==> src/rtl/skylark_mem_arbiter_if.sv <==
// Fetch/data request ports plus shared memory port of skylark_mem_arbiter.
// The arbiter takes the slave view; the core/memory side takes the master view.
interface skylark_mem_arbiter_if #(
  parameter int AW = 32,
  parameter int DW = 32
);
  logic          if_req;
  logic [AW-1:0] if_addr;
  logic [DW-1:0] if_rdata;
  logic          if_valid;
  logic          if_err;
  logic          d_req;
  logic          d_we;
  logic [AW-1:0] d_addr;
  logic [DW-1:0] d_wdata;
  logic [DW-1:0] d_rdata;
  logic          d_valid;
  logic          d_err;
  logic          mem_req;
  logic          mem_we;
  logic [AW-1:0] mem_addr;
  logic [DW-1:0] mem_wdata;
  logic [DW-1:0] mem_rdata;
  logic          mem_ready;

  modport slave (
    input  if_req, if_addr, d_req, d_we, d_addr, d_wdata, mem_rdata, mem_ready,
    output if_rdata, if_valid, if_err, d_rdata, d_valid, d_err,
    output mem_req, mem_we, mem_addr, mem_wdata
  );

  modport master (
    output if_req, if_addr, d_req, d_we, d_addr, d_wdata, mem_rdata, mem_ready,
    input  if_rdata, if_valid, if_err, d_rdata, d_valid, d_err,
    input  mem_req, mem_we, mem_addr, mem_wdata
  );
endinterface

==> src/rtl/skylark_mem_arbiter.sv <==
// Fetch/data arbiter onto one variable-latency memory; 2+wait cycles request-to-pulse, TIMEOUT watchdog.
// Requests are held until the *_valid pulse; SKYLARK_ARB_RR_EN selects round-robin over data-first priority.
module skylark_mem_arbiter #(
  parameter int AW      = 32,
  parameter int DW      = 32,
  parameter int TIMEOUT = 15
) (
  input  logic                  clk,
  input  logic                  reset,
  skylark_mem_arbiter_if.slave  bus
);
  localparam int CW = $clog2(TIMEOUT + 1);

  typedef enum logic [1:0] {S_IDLE, S_IF_ACC, S_D_ACC} state_t;

  state_t        r_state,     w_state_nxt;
  logic [CW-1:0] r_cnt,       w_cnt_nxt;
  logic          r_mem_req,   w_mem_req_nxt;
  logic          r_mem_we,    w_mem_we_nxt;
  logic [AW-1:0] r_mem_addr,  w_mem_addr_nxt;
  logic [DW-1:0] r_mem_wdata, w_mem_wdata_nxt;
  logic [DW-1:0] r_if_rdata,  w_if_rdata_nxt;
  logic          r_if_valid,  w_if_valid_nxt;
  logic          r_if_err,    w_if_err_nxt;
  logic [DW-1:0] r_d_rdata,   w_d_rdata_nxt;
  logic          r_d_valid,   w_d_valid_nxt;
  logic          r_d_err,     w_d_err_nxt;

  logic w_if_cand, w_d_cand, w_pick_d, w_pick_if;

  // A requester still holding its request during its own completion pulse is not re-granted.
  assign w_if_cand = bus.if_req & ~r_if_valid;
  assign w_d_cand  = bus.d_req  & ~r_d_valid;

`ifdef SKYLARK_ARB_RR_EN
  logic r_last_d;

  assign w_pick_d = w_d_cand & (~w_if_cand | ~r_last_d);

  always_ff @(posedge clk or posedge reset) begin
    if (reset) begin
      r_last_d <= 1'b1;
    end else if (r_state == S_IDLE && (w_if_cand || w_d_cand)) begin
      r_last_d <= w_pick_d;
    end
  end
`else
  assign w_pick_d = w_d_cand;
`endif

  assign w_pick_if = w_if_cand & ~w_pick_d;

  always_comb begin
    w_state_nxt     = r_state;
    w_cnt_nxt       = r_cnt;
    w_mem_req_nxt   = r_mem_req;
    w_mem_we_nxt    = r_mem_we;
    w_mem_addr_nxt  = r_mem_addr;
    w_mem_wdata_nxt = r_mem_wdata;
    w_if_rdata_nxt  = r_if_rdata;
    w_if_valid_nxt  = 1'b0;
    w_if_err_nxt    = 1'b0;
    w_d_rdata_nxt   = r_d_rdata;
    w_d_valid_nxt   = 1'b0;
    w_d_err_nxt     = 1'b0;

    case (r_state)
      S_IDLE: begin
        if (w_pick_d) begin
          w_state_nxt     = S_D_ACC;
          w_cnt_nxt       = '0;
          w_mem_req_nxt   = 1'b1;
          w_mem_we_nxt    = bus.d_we;
          w_mem_addr_nxt  = bus.d_addr;
          w_mem_wdata_nxt = bus.d_wdata;
        end else if (w_pick_if) begin
          w_state_nxt    = S_IF_ACC;
          w_cnt_nxt      = '0;
          w_mem_req_nxt  = 1'b1;
          w_mem_we_nxt   = 1'b0;
          w_mem_addr_nxt = bus.if_addr;
        end
      end
      S_IF_ACC, S_D_ACC: begin
        if (bus.mem_ready) begin
          w_state_nxt   = S_IDLE;
          w_mem_req_nxt = 1'b0;
          w_mem_we_nxt  = 1'b0;
          if (r_state == S_IF_ACC) begin
            w_if_valid_nxt = 1'b1;
            w_if_rdata_nxt = bus.mem_rdata;
          end else begin
            w_d_valid_nxt = 1'b1;
            if (!r_mem_we) w_d_rdata_nxt = bus.mem_rdata;
          end
        end else if (r_cnt == CW'(TIMEOUT)) begin
          w_state_nxt   = S_IDLE;
          w_mem_req_nxt = 1'b0;
          w_mem_we_nxt  = 1'b0;
          if (r_state == S_IF_ACC) begin
            w_if_valid_nxt = 1'b1;
            w_if_err_nxt   = 1'b1;
          end else begin
            w_d_valid_nxt = 1'b1;
            w_d_err_nxt   = 1'b1;
          end
        end else begin
          w_cnt_nxt = r_cnt + 1'b1;
        end
      end
      default: w_state_nxt = S_IDLE;
    endcase
  end

  always_ff @(posedge clk or posedge reset) begin
    if (reset) begin
      r_state     <= S_IDLE;
      r_cnt       <= '0;
      r_mem_req   <= 1'b0;
      r_mem_we    <= 1'b0;
      r_mem_addr  <= '0;
      r_mem_wdata <= '0;
      r_if_rdata  <= '0;
      r_if_valid  <= 1'b0;
      r_if_err    <= 1'b0;
      r_d_rdata   <= '0;
      r_d_valid   <= 1'b0;
      r_d_err     <= 1'b0;
    end else begin
      r_state     <= w_state_nxt;
      r_cnt       <= w_cnt_nxt;
      r_mem_req   <= w_mem_req_nxt;
      r_mem_we    <= w_mem_we_nxt;
      r_mem_addr  <= w_mem_addr_nxt;
      r_mem_wdata <= w_mem_wdata_nxt;
      r_if_rdata  <= w_if_rdata_nxt;
      r_if_valid  <= w_if_valid_nxt;
      r_if_err    <= w_if_err_nxt;
      r_d_rdata   <= w_d_rdata_nxt;
      r_d_valid   <= w_d_valid_nxt;
      r_d_err     <= w_d_err_nxt;
    end
  end

  assign bus.mem_req   = r_mem_req;
  assign bus.mem_we    = r_mem_we;
  assign bus.mem_addr  = r_mem_addr;
  assign bus.mem_wdata = r_mem_wdata;
  assign bus.if_rdata  = r_if_rdata;
  assign bus.if_valid  = r_if_valid;
  assign bus.if_err    = r_if_err;
  assign bus.d_rdata   = r_d_rdata;
  assign bus.d_valid   = r_d_valid;
  assign bus.d_err     = r_d_err;
endmodule

==> src/flat_wrapper.sv <==
// flat-port wrapper written by rule: the top's interface ports become plain ports
module skylark_mem_arbiter_flat 
#(
  parameter int AW      = 32,
  parameter int DW      = 32,
  parameter int TIMEOUT = 15
)
  (clk, reset, bus_if_req, bus_if_addr, bus_d_req, bus_d_we, bus_d_addr, bus_d_wdata, bus_mem_rdata, bus_mem_ready, bus_if_rdata, bus_if_valid, bus_if_err, bus_d_rdata, bus_d_valid, bus_d_err, bus_mem_req, bus_mem_we, bus_mem_addr, bus_mem_wdata);
  skylark_mem_arbiter_if #(.AW(AW), .DW(DW)) bus_i ();
  input  logic clk;
  input  logic reset;
  input wire logic [$bits(bus_i.if_req)-1:0] bus_if_req;
  input wire logic [$bits(bus_i.if_addr)-1:0] bus_if_addr;
  input wire logic [$bits(bus_i.d_req)-1:0] bus_d_req;
  input wire logic [$bits(bus_i.d_we)-1:0] bus_d_we;
  input wire logic [$bits(bus_i.d_addr)-1:0] bus_d_addr;
  input wire logic [$bits(bus_i.d_wdata)-1:0] bus_d_wdata;
  input wire logic [$bits(bus_i.mem_rdata)-1:0] bus_mem_rdata;
  input wire logic [$bits(bus_i.mem_ready)-1:0] bus_mem_ready;
  output wire logic [$bits(bus_i.if_rdata)-1:0] bus_if_rdata;
  output wire logic [$bits(bus_i.if_valid)-1:0] bus_if_valid;
  output wire logic [$bits(bus_i.if_err)-1:0] bus_if_err;
  output wire logic [$bits(bus_i.d_rdata)-1:0] bus_d_rdata;
  output wire logic [$bits(bus_i.d_valid)-1:0] bus_d_valid;
  output wire logic [$bits(bus_i.d_err)-1:0] bus_d_err;
  output wire logic [$bits(bus_i.mem_req)-1:0] bus_mem_req;
  output wire logic [$bits(bus_i.mem_we)-1:0] bus_mem_we;
  output wire logic [$bits(bus_i.mem_addr)-1:0] bus_mem_addr;
  output wire logic [$bits(bus_i.mem_wdata)-1:0] bus_mem_wdata;
  assign bus_i.if_req = bus_if_req;
  assign bus_i.if_addr = bus_if_addr;
  assign bus_i.d_req = bus_d_req;
  assign bus_i.d_we = bus_d_we;
  assign bus_i.d_addr = bus_d_addr;
  assign bus_i.d_wdata = bus_d_wdata;
  assign bus_i.mem_rdata = bus_mem_rdata;
  assign bus_i.mem_ready = bus_mem_ready;
  assign bus_if_rdata = bus_i.if_rdata;
  assign bus_if_valid = bus_i.if_valid;
  assign bus_if_err = bus_i.if_err;
  assign bus_d_rdata = bus_i.d_rdata;
  assign bus_d_valid = bus_i.d_valid;
  assign bus_d_err = bus_i.d_err;
  assign bus_mem_req = bus_i.mem_req;
  assign bus_mem_we = bus_i.mem_we;
  assign bus_mem_addr = bus_i.mem_addr;
  assign bus_mem_wdata = bus_i.mem_wdata;
  skylark_mem_arbiter #(.AW(AW), .DW(DW), .TIMEOUT(TIMEOUT)) u_core (.clk(clk), .reset(reset), .bus(bus_i));
endmodule
==> config.mk <==
export PLATFORM = sky130hd
export DESIGN_NAME = skylark_mem_arbiter_flat
export DESIGN_NICKNAME = d
export VERILOG_FILES = /design/src/rtl/skylark_mem_arbiter_if.sv /design/src/rtl/skylark_mem_arbiter.sv /design/src/flat_wrapper.sv
export SDC_FILE = /design/constraint.sdc
export NUM_CORES = 1
export LEC_CHECK = 0
export ABC_CLOCK_PERIOD_IN_PS = 5400
export CAP_MARGIN = 20
export CELL_PAD_IN_SITES_DETAIL_PLACEMENT = 1
export CELL_PAD_IN_SITES_GLOBAL_PLACEMENT = 1
export CORE_MARGIN = 4
export CORE_UTILIZATION = 31
export CTS_CLUSTER_SIZE = 14
export DETAILED_ROUTE_END_ITERATION = 8
export GPL_TIMING_DRIVEN = 0
export PLACE_DENSITY = 0.76
export SYNTH_ARGS = -nofsm -noshare
export SYNTH_HDL_FRONTEND = slang
export SYNTH_SLANG_ARGS = --single-unit
==> constraint.sdc <==
create_clock -name clk -period 5.4 [get_ports clk]
set_input_delay 1.35 -clock clk [delete_from_list [all_inputs] [get_ports clk]]
set_output_delay 1.35 -clock clk [all_outputs]
set_load 0.005 [all_outputs]
# Yosys cells after proc, flatten, opt, wreduce, memory -nomap -nowiden
# Cells that the tools add are included.
# Widths: inputs -> output; s select.
# word_totals
register_bits	140
input_bits	134
output_inout_bits	134
wordCells	71
# op_classes
add_sub_neg	1
n_eq_ne	7
mux	32
bitwise	8
n_reduce_logical	11
# ops
op	n
$mux 32	2
$mux 1	18
$mux 4	4
$mux 2	4
$pmux 4 s2	1
$reduce_and 4->1	2
$reduce_and 2->1	3
$reduce_and 3->1	2
$not 1->1	5
$add 4x1->4 const B	1
$eq 4x4->1 const B	1
$ne 2x2->1 const B	2
$pmux 1 s2	2
$pmux 2 s2	1
$reduce_bool 2->1	2
$and 1x1->1	3
$ne 3x1->1 const B	1
$ne 3x2->1 const B	1
$eq 2x1->1 const B	1
$eq 2x2->1 const B	1
$logic_not 2->1	1
$reduce_or 2->1	1

# Depth between registers and ports, before layout
# logic_depth
word_depth	7
ltp_mapped	7
ltp_nobuf	6

# Worst setup path before layout
# No wires, ideal clock.
# synth_path
path_kind	in2reg
startpoint	input bus_d_req
endpoint	register u_core.r_mem_wdata[19], in the netlist u_core.bus.mem_wdata[19]
setup_ns	0.125
arrival_ns	2.270
required_ns	5.275
slack_ns	3.006
stages	5
n_path_buf	2
cell_sequence	nor2b_1 buf_4 nand2_2 buf_2 mux2_2
# synth_via
elab_chain_cells	2
# synth_rtl
element	line_no	source
start: declaration	flat_wrapper.sv:14	input wire logic [$bits(bus_i.d_req)-1:0] bus_d_req;
$and 1x1->1	skylark_mem_arbiter.sv:33	assign w_d_cand = bus.d_req & ~r_d_valid;
$reduce_and 2->1 (no source line)	--	
end signal: assignment	skylark_mem_arbiter.sv:135	r_mem_wdata <= w_mem_wdata_nxt;
end: declaration	skylark_mem_arbiter.sv:21	logic [DW-1:0] r_mem_wdata, w_mem_wdata_nxt;
# Every way passes these cells.
# A chain may end at the register's enable or synchronous reset.

# Worst setup path after layout
# layout_path
startpoint	input bus_mem_ready
endpoint	register u_core.r_d_rdata[12], in the netlist u_core.bus.d_rdata[12]
# layout_via
elab_chain_cells	1
# layout_rtl
element	line_no	source
start: declaration	flat_wrapper.sv:19	input wire logic [$bits(bus_i.mem_ready)-1:0] bus_mem_ready;
$reduce_and 4->1 (no source line)	--	
end signal: assignment	skylark_mem_arbiter.sv:139	r_d_rdata <= w_d_rdata_nxt;
end: declaration	skylark_mem_arbiter.sv:25	logic [DW-1:0] r_d_rdata, w_d_rdata_nxt;
# Every way passes these cells.

==> out/metrics.yaml <==
startpoint_type: "primary input"
clk_pin_slew_ps: 60
ant_nets: 0
routed_wl_um: 17800
p_leak_nw: 3.94
cp.buffers_inverters: 2
grt_max_degree: 86
synthCells: 410
clk_path_buf_depth: 2
crit_path_end_kind: "register"
port_buffers: 267
die_h_um: 143
antennaDiodeCount: 0
die_w_um: 143
tightest_slew_ps: 548
crit_fanout: 10
antenna_found_initial: 0
fin_cells: 939
min_path_type: "reg -> reg"
skew_ps: 9.36
syn_area_per_cell_sq_um: 13.8
rsz0062_at_grt: "no"
ir_worst_vdd_mv: 0.281
grt_pass1_wl_um: 27600
initial_core_util_pct: 31.5
routabilityCongestion: 0.803
globalRouteOverflowTotal: 0
io_pins: 268
slew_viol_final: 0
placed_cell_area_sq_mm: 0.00863
cap_viol_max_count: 0
netlist_area_sq_mm: 0.00564
post-route-min-period_ps: 2730
numPlacedInstances: 907
final_nets: 835
die_area_sq_mm: 0.0204
reg2regPathDepth: 6
holdPathStages: 2
finalCritPeriodShare_pct: 50.6
finalHoldViolCount: 0
clk_latency_ps: 410
drive_gt1_share_pct: 20.6
max_freq_mhz: 366
clkSinkCount: 140
setup_viol_count_final: 0
yosysWarnings: 0
fin_area_sq_mm: 0.00924
dp_slack_ps: 2230
fin_ws_ps: 2670
cp.arrival_ps: 3020
wl_per_cell_um: 19.0
yosysTopAreaCellShare_pct: 62.1
relSlewSlack_pct: 63.5
grt_pass1_vias: 5062
syn_nets: 548
coreArea_sq_mm: 0.0179
slowest_delay_ps: 570
dr.pass1.iters: 4
ys_seq_area_share_pct: 62.1
numCtsBuffers: 17
routed_via_density: 4.66
cpLargestDelayFamily: "buffers and inverters"
cts_resized: 0
critical_path_class: "in -> reg"
ctsHoldBuffers: 0
crit_slowest_cell: "clkdlybuf4s50_1"
root_buffer: "clkbuf_16"
grt_util_all_layers_pct: 17.5
cts_max_level: 4
cp.depth: 5
num_vias: 4375
route.detailed.drc: 0
crit_required_ps: 5690
ys_seq_elements: 140
synth_cell_types: 31
worstPathCellList: "clkdlybuf4s50_1 > nand2_1 > nor3_2 > buf_4 > mux2_2"
area_delta_synth_final_pct: 63.8
dp_hpwl_um: 13900
p_per_area_mw_per_mm2: 576
first_iter_violations: 90
row_count: 49
cts_tree: "built"
post_cts_buffers: 0
yosys.area.top_type: "dfrtp_1"
outcome: "completed"
synth_area_leaders: "dfrtp_1 (62%), mux2_2 (18%), mux2i_1 (5.7%), o21ai_1 (2.8%), nand2_1 (2.6%)"
registers in the layout, summed over array words and instances (netlist names):
name / cells
u_core.bus.mem_we: 1
u_core.bus.if_err: 1
u_core.bus.if_valid: 1
u_core.r_state: 2
u_core.bus.if_rdata: 32
u_core.bus.mem_addr: 32
u_core.bus.d_valid: 1
u_core.bus.d_rdata: 32
u_core.bus.mem_req: 1
u_core.bus.d_err: 1
u_core.r_cnt: 4
u_core.bus.mem_wdata: 32
worst reg2reg max path, cell delays in order (launching register included):
cell,delay [ps]
dfrtp_1,380
inv_1,70
ha_1,340
buf_4,190
nand3_1,210
buf_2,310
mux2_2,380
layout by cell type (no fill, tap or decap), drive strengths merged:
cell type      instances
dfrtp                140
inv                   10
a21bo                  1
a21oi                  2
clkinvlp               2
o22ai                  1
nand3                  7
a2bb2oi                1
a21o                   1
nand4b                 1
nand2                 40
o31ai                  1
o21ai                 37
clkinv                 4
bufinv                 2
nor3                   3
a31oi                  3
nand4                  2
buf                   21
a31o                   1
mux2i                 32
clkdlybuf4s50        267
nor2b                  2
nand2b                 4
clkbuf                20
nor2                   4
mux2                  96
ha                     4
and2                   1
Yosys cell counts:
| master | instances |
|---|---|
| a21bo_1 | 1 |
| a21o_1 | 1 |
| a21oi_1 | 2 |
| a2bb2oi_1 | 1 |
| a31o_2 | 1 |
| a31oi_1 | 3 |
| and2_1 | 1 |
| buf_1 | 3 |
| buf_2 | 11 |
| buf_4 | 6 |
| clkbuf_1 | 1 |
| dfrtp_1 | 140 |
| ha_1 | 4 |
| inv_1 | 5 |
| mux2_1 | 4 |
| mux2_2 | 92 |
| mux2i_1 | 32 |
| nand2_1 | 39 |
| nand2_2 | 1 |
| nand2b_1 | 4 |
| nand3_1 | 7 |
| nand4_1 | 2 |
| nand4b_1 | 1 |
| nor2_1 | 4 |
| nor2b_1 | 2 |
| nor3_1 | 2 |
| nor3_2 | 1 |
| o21ai_0 | 5 |
| o21ai_1 | 32 |
| o22ai_1 | 1 |
| o31ai_1 | 1 |
final cells by class:
| class | instances | area, sq um |
|---|---|---|
| multi-input combinational | 244 | 2000 |
| buffer | 21 | 115 |
| sequential | 140 | 3500 |
| clock buffer | 19 | 453 |
| fill | 1820 | 8670 |
| tap | 229 | 287 |
| clock inverter | 13 | 153 |
| inverter | 5 | 23.8 |
| timing repair buffer | 268 | 2700 |
routing by layer:
| layer | global-route usage, % | vias up | wire [um] |
|---|---|---|---|
| li1 | - | 2017 | - |
| met1 | 18.7 | 2159 | 6530 |
| met2 | 30.9 | 184 | 9190 |
| met3 | 8.57 | 15 | 1920 |
| met4 | 4.65 | 0 | 165 |
| met5 | 0 | - | 0 |
cells by family (layout without fill, tap and decap cells):
group	count (synthesis)	after routing	share of synthesized area, %
flops	140	140	62.1
simple gates	64	64	5.10
compound gates	48	48	4.66
buf+inv	26	326	2.37
fa+ha+maj	4	4	0.888
mux	128	128	24.9
power by group:
group / internal [W] / switching [W] / total [W]
clock: 0.000715 / 0.000467 / 0.00118
combinational: 0.00145 / 0.000856 / 0.00230
sequential: 0.00156 / 0.000270 / 0.00183
total: 0.00372 / 0.00159 / 0.00532
metrics by stage:
stage	hold WS [ps]	util, %	power [W]	setup TNS [ps]
6_report	483	51.6	0.00532	0
5_1_grt	517	51.6	0.00568	0
4_1_cts	489	51.6	0.00542	0
3_5_place_dp	475	48.2	0.00419	0
3_3_place_gp	468	48.0	0.00408	-226010
2_1_floorplan	479	-	0.00275	0
path summary, 6_finish.rpt:
kind                                                     startpoint                             endpoint  slack [ps]
worst min-delay path            u_core.bus.mem_addr[10]$_DFFE_PP0P_  u_core.bus.mem_addr[10]$_DFFE_PP0P_         480
min in group asynchronous                                     reset  u_core.bus.mem_addr[22]$_DFFE_PP0P_        1370
worst max register to register        u_core.r_state[0]$_DFFE_PP0P_   u_core.bus.if_rdata[6]$_DFFE_PP0P_        3410
worst min register to register  u_core.bus.mem_addr[10]$_DFFE_PP0P_  u_core.bus.mem_addr[10]$_DFFE_PP0P_         480
worst max-delay path                                  bus_mem_ready   u_core.bus.d_rdata[12]$_DFFE_PP0P_        2670
max in group asynchronous                                     reset    u_core.bus.d_rdata[3]$_DFFE_PP0P_        3250
Power figures use the tool's default switching activity.
